<file path="config.mk">
export PLATFORM = sky130hd
export DESIGN_NAME = osc_bitmap_ctrl_flat
export DESIGN_NICKNAME = d
export VERILOG_FILES = /design/src/rtl/osc_bitmap_ctrl_if.sv /design/src/rtl/osc_bitmap_ctrl.sv /design/src/flat_wrapper.sv
export SDC_FILE = /design/constraint.sdc
export NUM_CORES = 1
export LEC_CHECK = 0
export ABC_CLOCK_PERIOD_IN_PS = 15500
export CORE_MARGIN = 1.5
export CORE_UTILIZATION = 40
export DETAILED_ROUTE_END_ITERATION = 6
export HOLD_SLACK_MARGIN = 0.05
export PLACE_DENSITY_LB_ADDON = 0.25
export SETUP_SLACK_MARGIN = 0.4
export SLEW_MARGIN = 10
export SYNTH_ARGS = -nofsm -noshare
export SYNTH_HDL_FRONTEND = slang
export SYNTH_SLANG_ARGS = --single-unit
</file>
<file path="constraint.sdc">
create_clock -name clk2 -period 15.5 [get_ports clk2]
set_input_delay 4.65 -clock clk2 [delete_from_list [all_inputs] [get_ports clk2]]
set_output_delay 4.65 -clock clk2 [all_outputs]
set_load 0.05 [all_outputs]
</file>
<file path="src/rtl/osc_bitmap_ctrl_if.sv">
// Command and SRAM signal bundle for the page-status bitmap controller.
// The controller takes the slave side; the sequencer/SRAM side takes the master side.
interface osc_bitmap_ctrl_if #(
  parameter int unsigned WORD_W = 16,
  parameter int unsigned WORDS  = 4,
  parameter int unsigned BLK_AW = 10
);
  localparam int unsigned PAGE_W = $clog2(WORD_W * WORDS);
  localparam int unsigned WSEL_W = $clog2(WORDS);

  logic                      op_valid;
  logic [2:0]                AHOpcode;
  logic [BLK_AW-1:0]         block_address;
  logic [PAGE_W-1:0]         start_page;
  logic [PAGE_W-1:0]         end_page;
  logic                      Busy;
  logic                      Done;
  logic                      Error;
  logic                      Dirty;
  logic [PAGE_W:0]           Count;
  logic [BLK_AW+WSEL_W-1:0]  OSAdd;
  logic                      OSRead;
  logic                      OSWrite;
  logic [WORD_W-1:0]         OSDataout;
  logic [WORD_W-1:0]         OSDatain;

  modport master (
    output op_valid, AHOpcode, block_address, start_page, end_page, OSDatain,
    input  Busy, Done, Error, Dirty, Count, OSAdd, OSRead, OSWrite, OSDataout
  );

  modport slave (
    input  op_valid, AHOpcode, block_address, start_page, end_page, OSDatain,
    output Busy, Done, Error, Dirty, Count, OSAdd, OSRead, OSWrite, OSDataout
  );
endinterface

</file>
<file path="src/rtl/osc_bitmap_ctrl.sv">
// Page-status bitmap controller: reads the SRAM words covering a page range, then
// tests, counts, sets or clears the range bits, writing back modified words.
module osc_bitmap_ctrl #(
  parameter int unsigned WORD_W = 16,
  parameter int unsigned WORDS  = 4,
  parameter int unsigned BLK_AW = 10
) (
  input logic              clk2,
  input logic              NReset,
  osc_bitmap_ctrl_if.slave bus
);
  localparam int unsigned BMAP_W = WORD_W * WORDS;
  localparam int unsigned PAGE_W = $clog2(BMAP_W);
  localparam int unsigned WSEL_W = $clog2(WORDS);
  localparam int unsigned BSEL_W = $clog2(WORD_W);

  localparam logic [2:0] OpNop   = 3'b000;
  localparam logic [2:0] OpMark  = 3'b001;
  localparam logic [2:0] OpCheck = 3'b010;
  localparam logic [2:0] OpCount = 3'b011;
  localparam logic [2:0] OpErase = 3'b100;

  typedef enum logic [2:0] {
    StIdle, StRdReq, StRdWait, StEval, StWrReq, StWrGap, StDone
  } state_e;

  state_e                   state_q;
  logic [2:0]               op_q;
  logic [BLK_AW-1:0]        blk_q;
  logic [PAGE_W-1:0]        start_q, end_q;
  logic [WSEL_W-1:0]        widx_q, wend_q;
  logic [WORD_W-1:0]        word_q;
  logic                     dirty_acc_q;
  logic [PAGE_W:0]          cnt_acc_q;

  logic                     busy_q, done_q, error_q, dirty_q;
  logic [PAGE_W:0]          count_q;
  logic [BLK_AW+WSEL_W-1:0] os_add_q;
  logic                     os_read_q, os_write_q;
  logic [WORD_W-1:0]        os_dataout_q;

  logic [WORD_W-1:0]        mask, hit, word_new;
  logic [PAGE_W-1:0]        page;
  logic [PAGE_W:0]          pop, cnt_acc_d;
  logic                     dirty_acc_d, is_wb, last_word, cmd_legal;
  logic [WSEL_W-1:0]        ws, we, widx_nxt;

  always_comb begin
    mask = '0;
    page = '0;
    pop  = '0;
    for (int unsigned b = 0; b < WORD_W; b++) begin
      page    = {widx_q, BSEL_W'(b)};
      mask[b] = (page >= start_q) && (page <= end_q);
    end
    hit = word_q & mask;
    for (int unsigned b = 0; b < WORD_W; b++) begin
      pop = pop + (PAGE_W+1)'(hit[b]);
    end
    dirty_acc_d = dirty_acc_q | (|hit);
    cnt_acc_d   = cnt_acc_q + pop;
    word_new    = (op_q == OpMark) ? (word_q | mask) : (word_q & ~mask);
    is_wb       = (op_q == OpMark) || (op_q == OpErase);
    last_word   = (widx_q == wend_q);
    widx_nxt    = widx_q + WSEL_W'(1);
    ws          = bus.start_page[PAGE_W-1:BSEL_W];
    we          = bus.end_page[PAGE_W-1:BSEL_W];
    cmd_legal   = (bus.AHOpcode == OpCheck) || (bus.AHOpcode == OpMark) ||
                  (bus.AHOpcode == OpErase) || (bus.AHOpcode == OpCount);
  end

  always_ff @(posedge clk2) begin
    if (!NReset) begin
      state_q      <= StIdle;
      op_q         <= OpNop;
      blk_q        <= '0;
      start_q      <= '0;
      end_q        <= '0;
      widx_q       <= '0;
      wend_q       <= '0;
      word_q       <= '0;
      dirty_acc_q  <= 1'b0;
      cnt_acc_q    <= '0;
      busy_q       <= 1'b0;
      done_q       <= 1'b0;
      error_q      <= 1'b0;
      dirty_q      <= 1'b0;
      count_q      <= '0;
      os_add_q     <= '0;
      os_read_q    <= 1'b0;
      os_write_q   <= 1'b0;
      os_dataout_q <= '0;
    end else begin
      done_q     <= 1'b0;
      error_q    <= 1'b0;
      os_read_q  <= 1'b0;
      os_write_q <= 1'b0;
      unique case (state_q)
        StIdle: begin
          if (bus.op_valid && (bus.AHOpcode != OpNop)) begin
            op_q        <= bus.AHOpcode;
            blk_q       <= bus.block_address;
            start_q     <= bus.start_page;
            end_q       <= bus.end_page;
            widx_q      <= ws;
            wend_q      <= we;
            dirty_acc_q <= 1'b0;
            cnt_acc_q   <= '0;
            busy_q      <= 1'b1;
            os_add_q    <= {bus.block_address, ws};
            if (!cmd_legal || (bus.start_page > bus.end_page)) begin
              done_q  <= 1'b1;
              error_q <= 1'b1;
              state_q <= StDone;
            end else begin
              os_read_q <= 1'b1;
              state_q   <= StRdReq;
            end
          end
        end
        StRdReq:  state_q <= StRdWait;
        StRdWait: begin
          word_q  <= bus.OSDatain;
          state_q <= StEval;
        end
        StEval: begin
          dirty_acc_q <= dirty_acc_d;
          cnt_acc_q   <= cnt_acc_d;
          if (is_wb) begin
            os_dataout_q <= word_new;
            os_write_q   <= 1'b1;
            state_q      <= StWrReq;
          end else if (last_word) begin
            dirty_q <= dirty_acc_d;
            count_q <= cnt_acc_d;
            done_q  <= 1'b1;
            state_q <= StDone;
          end else begin
            widx_q    <= widx_nxt;
            os_add_q  <= {blk_q, widx_nxt};
            os_read_q <= 1'b1;
            state_q   <= StRdReq;
          end
        end
        StWrReq:  state_q <= StWrGap;
        StWrGap: begin
          if (last_word) begin
            dirty_q <= dirty_acc_q;
            count_q <= cnt_acc_q;
            done_q  <= 1'b1;
            state_q <= StDone;
          end else begin
            widx_q    <= widx_nxt;
            os_add_q  <= {blk_q, widx_nxt};
            os_read_q <= 1'b1;
            state_q   <= StRdReq;
          end
        end
        StDone: begin
          busy_q  <= 1'b0;
          state_q <= StIdle;
        end
        default: state_q <= StIdle;
      endcase
    end
  end

  assign bus.Busy      = busy_q;
  assign bus.Done      = done_q;
  assign bus.Error     = error_q;
  assign bus.Dirty     = dirty_q;
  assign bus.Count     = count_q;
  assign bus.OSAdd     = os_add_q;
  assign bus.OSRead    = os_read_q;
  assign bus.OSWrite   = os_write_q;
  assign bus.OSDataout = os_dataout_q;
endmodule

</file>
<file path="src/flat_wrapper.sv">
// flat-port wrapper written by rule: the top's interface ports become plain ports
module osc_bitmap_ctrl_flat 
#(
  parameter int unsigned WORD_W = 16,
  parameter int unsigned WORDS  = 4,
  parameter int unsigned BLK_AW = 10
)
  (clk2, NReset, bus_op_valid, bus_AHOpcode, bus_block_address, bus_start_page, bus_end_page, bus_OSDatain, bus_Busy, bus_Done, bus_Error, bus_Dirty, bus_Count, bus_OSAdd, bus_OSRead, bus_OSWrite, bus_OSDataout);
  osc_bitmap_ctrl_if #(.WORD_W(WORD_W), .WORDS(WORDS), .BLK_AW(BLK_AW)) bus_i ();
  input logic clk2;
  input logic NReset;
  input wire logic [$bits(bus_i.op_valid)-1:0] bus_op_valid;
  input wire logic [$bits(bus_i.AHOpcode)-1:0] bus_AHOpcode;
  input wire logic [$bits(bus_i.block_address)-1:0] bus_block_address;
  input wire logic [$bits(bus_i.start_page)-1:0] bus_start_page;
  input wire logic [$bits(bus_i.end_page)-1:0] bus_end_page;
  input wire logic [$bits(bus_i.OSDatain)-1:0] bus_OSDatain;
  output wire logic [$bits(bus_i.Busy)-1:0] bus_Busy;
  output wire logic [$bits(bus_i.Done)-1:0] bus_Done;
  output wire logic [$bits(bus_i.Error)-1:0] bus_Error;
  output wire logic [$bits(bus_i.Dirty)-1:0] bus_Dirty;
  output wire logic [$bits(bus_i.Count)-1:0] bus_Count;
  output wire logic [$bits(bus_i.OSAdd)-1:0] bus_OSAdd;
  output wire logic [$bits(bus_i.OSRead)-1:0] bus_OSRead;
  output wire logic [$bits(bus_i.OSWrite)-1:0] bus_OSWrite;
  output wire logic [$bits(bus_i.OSDataout)-1:0] bus_OSDataout;
  assign bus_i.op_valid = bus_op_valid;
  assign bus_i.AHOpcode = bus_AHOpcode;
  assign bus_i.block_address = bus_block_address;
  assign bus_i.start_page = bus_start_page;
  assign bus_i.end_page = bus_end_page;
  assign bus_i.OSDatain = bus_OSDatain;
  assign bus_Busy = bus_i.Busy;
  assign bus_Done = bus_i.Done;
  assign bus_Error = bus_i.Error;
  assign bus_Dirty = bus_i.Dirty;
  assign bus_Count = bus_i.Count;
  assign bus_OSAdd = bus_i.OSAdd;
  assign bus_OSRead = bus_i.OSRead;
  assign bus_OSWrite = bus_i.OSWrite;
  assign bus_OSDataout = bus_i.OSDataout;
  osc_bitmap_ctrl #(.WORD_W(WORD_W), .WORDS(WORDS), .BLK_AW(BLK_AW)) u_core (.clk2(clk2), .NReset(NReset), .bus(bus_i));
endmodule
</file>
## Word-level counts from Yosys, hierarchy flattened

Index checks and enable logic that the tools add are counted.

| word-level totals | value |
|---|---|
| output and inout bits | 41 |
| word-level logic and storage cells | 168 |
| register bits after elaboration | 97 |
| bits of input ports | 44 |

| cells by class | value |
|---|---|
| equal/unequal tests | 17 |
| add/sub/neg operators | 17 |
| $lt $le $gt $ge | 33 |
| bitwise logic cells | 5 |
| multiplexer cells | 39 |
| reductions and logical operators | 38 |

Operator list:

| cell | count |
|---|---|
| $add A7 B1 Y7 | 14 |
| $ge A6 B6 Y1 | 16 |
| $le A6 B6 Y1 | 16 |
| $mux W12 | 3 |
| $pmux W12 S3 | 1 |
| $and A16 B16 Y16 | 2 |
| $mux W7 | 4 |
| $pmux W7 S2 | 2 |
| $pmux W3 S6 | 1 |
| $logic_and A1 B1 Y1 | 17 |
| $mux W16 | 1 |
| $not A16 Y16 | 1 |
| $or A16 B16 Y16 | 1 |
| $reduce_or A16 Y1 | 1 |
| $eq A3 B3 Y1 const B | 5 |
| $mux W1 | 14 |
| $eq A3 B2 Y1 const B | 4 |
| $mux W3 | 4 |
| $reduce_and A2 Y1 | 6 |
| $eq A3 B1 Y1 const B | 3 |
| $add A7 B7 Y7 | 1 |
| $gt A6 B6 Y1 | 1 |
| $mux W2 | 3 |
| $ne A2 B1 Y1 const B | 3 |
| 15 further kinds | 25 |

## Depth between registers and ports, before layout

| depth | value |
|---|---|
| word-level depth | 22 |
| depth in mapped cells | 26 |
| mapped depth without buffers | 25 |

## Least setup slack after synthesis

Ideal clock, no wire load.

| timing | value |
|---|---|
| kind | input to register |
| start | input bus_end_page[3] |
| end | register u_core.state_q[1] |
| buffers on the path | 0 |
| setup time | 0.131 ns |
| slack | 9.346 ns |
| data arrival time | 6.023 ns |
| required time | 15.369 ns |
| stages on the path | 9 |
| cell sequence | inv_1 ha_1 a21o_1 a21o_1 a221oi_1 o211a_1 nand2_1 a21oi_1 nor2_1 |

| between the ends | value |
|---|---|
| longest elaborated chain between the ends | 5 |

RTL lines:

| element | RTL line | text |
|---|---|---|
| from (decl) | flat_wrapper.sv:16 | `input wire logic [$bits(bus_i.end_page)-1:0] bus_end_page;` |
| $gt A6 B6 Y1 | osc_bitmap_ctrl.sv:111 | `if (!cmd_legal \|\| (bus.start_page > bus.end_page)) begin` |
| $logic_or A1 B1 Y1 | osc_bitmap_ctrl.sv:111 |  |
| $mux W3 | osc_bitmap_ctrl.sv:111 |  |
| $mux W3 | osc_bitmap_ctrl.sv:100 | `if (bus.op_valid && (bus.AHOpcode != OpNop)) begin` |
| $pmux W3 S6 | osc_bitmap_ctrl.sv:98 | `unique case (state_q)` |
| to (signal assigned) | osc_bitmap_ctrl.sv:114 | `state_q <= StDone;` |
| to (signal assigned) | osc_bitmap_ctrl.sv:117 | `state_q <= StRdReq;` |
| to (signal assigned) | osc_bitmap_ctrl.sv:121 | `StRdReq: state_q <= StRdWait;` |
| to (decl) | osc_bitmap_ctrl.sv:27 | `state_e state_q;` |

Every way passes these cells. The select of a mux whose other input is x is not followed.
A chain may end at the register's enable or synchronous reset.

## Worst setup path in the final report

| timing | value |
|---|---|
| start | input bus_AHOpcode[2] |
| end | register u_core.cnt_acc_q[0] |

| between the ends | value |
|---|---|
| longest elaborated chain between the ends | 4 |

RTL lines:

| element | RTL line | text |
|---|---|---|
| from (decl) | flat_wrapper.sv:13 | `input wire logic [$bits(bus_i.AHOpcode)-1:0] bus_AHOpcode;` |
| $reduce_bool A3 Y1 | osc_bitmap_ctrl.sv:100 |  |
| $logic_and A1 B1 Y1 | osc_bitmap_ctrl.sv:100 |  |
| $ne A2 B1 Y1 (no line) | - |  |
| $reduce_and A2 Y1 (no line) | - |  |
| to (signal assigned) | osc_bitmap_ctrl.sv:128 | `cnt_acc_q <= cnt_acc_d;` |
| to (decl) | osc_bitmap_ctrl.sv:34 | `logic [PAGE_W:0] cnt_acc_q;` |

Every way passes these cells.

==> run summary <==
crit path launch type: input port
Final Setup Violations: 0
DRT Pass-1 Iters: 5
antenna violations before repair: 0
YS warnings: 0
CTS HTree Levels: 3
via count: 4828
Max VDD drop: 0.105 mV
Final ANT Viol Nets: 0
Site Rows: 42
# diodes: 0
CP max stage cell: or3_1
CP cell instances: clkdlybuf4s50_1, or3_1, nand2_1, or3_1, nand3_1, a21oi_1
Final Total Pwr: 1.09 mW
Final Skew: 6.88 ps
Reg-to-Reg Start: u_core.widx_q[0]
Post-Synthesis Cells: 678
setup_tns: 0 ps
hold_sp: u_core.blk_q[0]
largest net degree at the start of global routing: 82
Final Util: 49.4%
Hold Path Class: reg2reg
share of cells above drive strength 1: 5.03%
CP Max Fanout: 34
Post-CTS Resized: 0
DR WL/cell: 15.5 um
Data required, critical path: 15770 ps
Worst-Skew Late Latency: 350 ps
Area Growth Syn to Fin: 21.3%
placed cells: 897
most common cell after layout, fill and taps aside: nand2_1
chip width: 119 um
Pwr per Cell Area: 168 mW/mm^2
final hold violation count: 0
Worst Max-Slew Pin Slew: 1160 ps
initial cell density of the core: 40.8%
GRT Overall Usage: 20.5%
clk buf depth: 2
global route overflow: 0
worst endpoint data arrival time: 6960 ps
CTS sink cnt: 93
Setup crit end kind: flip-flop
kind of cell adding the most delay to the critical path: simple AND/OR/NAND/NOR gates
die area: 0.0141 sq mm
I/O pin cnt: 85
leakage: 2.47 nW
max-slew violation count: 0
distinct cell type count after synthesis: 71
max cap viols: 0
core area: 0.0131 sq mm
most frequent cells in the layout: nand2_1, dfxtp_1, clkdlybuf4s50_1, nor2_1, a21oi_1
RR Endpoint: u_core.bus.Count[6]
final period utilization: 43.2%
mean post-synth cell area: 7.90 sq um
clk root buf: clkbuf_16
Syn Nets: 761
cts hold-fix bufs: 0
FMAX: 0.149 GHz
hold depth: 2
Die Y-Extent: 119 um
RSZ-0062 raised after global routing: false
critical path type: in2reg
Vias/cell: 5.30
first-pass GRT wire length: 22.8 mm
Synth Register Bits: 93
Routed WL: 14.1 mm
Fillers: 1305
Mapped Area: 0.00535 sq mm
DP Wirelength: 10.5 mm
Post-synth EDFFs: 0
CTS tree: built
nets: 815
CTS buffer count: 9
crit path from: bus_AHOpcode[2]
Final Non-Filler Cells: 911
Period minus WS final: 6700 ps
reg2reg path depth: 25
Critical Path Most Common Cell: or3_1
asr flop ratio synth: 0%
Setup Buffers After CTS: 0
Slew headroom: 22.2%
hold endpoint: u_core.blk_q[0]
Final Wtd Congestion: 0.868
R2R Setup Slk: 9010 ps
Reg clk slew, reported paths: 60 ps
WP buf/inv: 1
post-synthesis sequential area ratio: 34.8%
status: complete, no violations
slowest stage delay, CP: 910 ps
Initial DRC Count: 354
vias in the first global route: 4505
DRC viols: 0
Primary FF master, synth: dfxtp_1
IO Port Bufs: 84
## per-layer routing
metal,GRT usage [%],wire (um),part of all wire [%],vias up
met2,33.1,6590,47,127
met1,26.6,6480,46,2232
met4,7.76,322,2.3,0
met3,4.73,756,5.3,24
met5,0,0,0,-
li1,-,-,-,2445
## worst max-delay path by stage
stage	end	slack [ps]	cells after the start
floorplan	u_core.state_q[1]	9350	9
global placement	u_core.state_q[1]	8500	10
detailed placement	u_core.cnt_acc_q[6]	8450	7
CTS	u_core.cnt_acc_q[6]	8820	7
global route	u_core.bus.Count[6]	8470	25
finish	u_core.cnt_acc_q[0]	8800	6
## final cells by class
type / instances / area (sq um) / area share [%]
inverters: 39 / 146 / 2.25
clock inverters: 2 / 12.5 / 0.193
flip-flops and latches: 93 / 1860 / 28.7
multi-input cells: 502 / 3150 / 48.6
clock buffers: 12 / 236 / 3.64
repair buffers: 87 / 863 / 13.3
well taps: 176 / 220 / 3.39
## power breakdown
part / switching, mW / internal, mW
Combinational: 0.361 / 0.196
Sequential: 0.0501 / 0.287
Clock: 0.0876 / 0.107
## through the flow
| step | instance area [sq um] | hold slack, ps | setup slack [ps] |
|---|---|---|---|
| 3_3_place_gp | 6240 | 441 | 8500 |
| 6_report | 6490 | 454 | 8800 |
| 5_1_grt | 6490 | 486 | 8470 |
| 4_1_cts | 6490 | 455 | 8820 |
| 3_5_place_dp | 6240 | 447 | 8450 |
| 2_1_floorplan | 5350 | 436 | 9350 |
## cells in the mapped netlist, types with 4 or more instances
cell	n	area (sq um)
inv_1	39	146
a211oi_1	16	120
buf_2	8	40.0
nor3b_1	4	30.0
a311oi_1	15	131
or3_1	4	25.0
nand4_1	4	25.0
a31oi_1	5	31.3
ha_1	28	350
and2_1	6	37.5
o211ai_1	4	30.0
o21ai_1	4	20.0
a21oi_1	64	320
clkbuf_1	31	116
nand3_1	10	50.1
a21o_1	5	37.5
dfxtp_1	93	1860
nand2_1	141	529
nor2_1	67	251
o211a_1	4	40.0
o21ai_0	15	75.1
fa_1	11	220
nand2b_1	5	31.3
mux2i_1	16	160
nor3_1	5	25.0
## state kept, by name, indices dropped and copies added, names as in the netlist
signal / count
u_core.start_q: 6
u_core.state_q: 3
u_core.end_q: 4
u_core.bus.Busy: 1
u_core.wend_q: 2
u_core.dirty_acc_q: 1
u_core.word_q: 16
u_core.bus.Error: 1
u_core.widx_q: 1
u_core.bus.OSRead: 1
u_core.op_q: 3
u_core.blk_q: 10
u_core.bus.OSAdd: 11
u_core.bus.OSWrite: 1
u_core.bus.Count: 7
u_core.bus.Dirty: 1
u_core.cnt_acc_q: 7
u_core.bus.OSDataout: 16
u_core.bus.Done: 1
## worst reg2reg max path, stage by stage, from the launching register on
cell	delay, ps
dfxtp_1	420
inv_1	140
ha_1	410
nand2_2	150
nor2_1	160
nand2_1	100
a221oi_1	510
and2_1	250
inv_1	50
ha_1	270
inv_1	60
fa_1	500
fa_1	520
fa_1	520
fa_1	490
inv_1	70
ha_1	160
inv_1	50
fa_1	400
nor2b_1	120
o21ai_0	110
a21boi_0	240
o21ai_0	140
a21oi_1	200
xnor2_1	190
a211oi_1	110
## kinds of logic (layout without fill, tap and decap cells)
kind of cell | count (synthesis) | after routing | synth area share, %
compound gates | 163 | 163 | 20.7
simple gates | 279 | 279 | 23.6
flops | 93 | 93 | 34.8
fa+ha+maj | 39 | 39 | 10.7
mux | 16 | 16 | 2.99
xor+xnor | 5 | 5 | 0.818
buf+inv | 83 | 140 | 6.50
(Power assumes the default switching activity.)
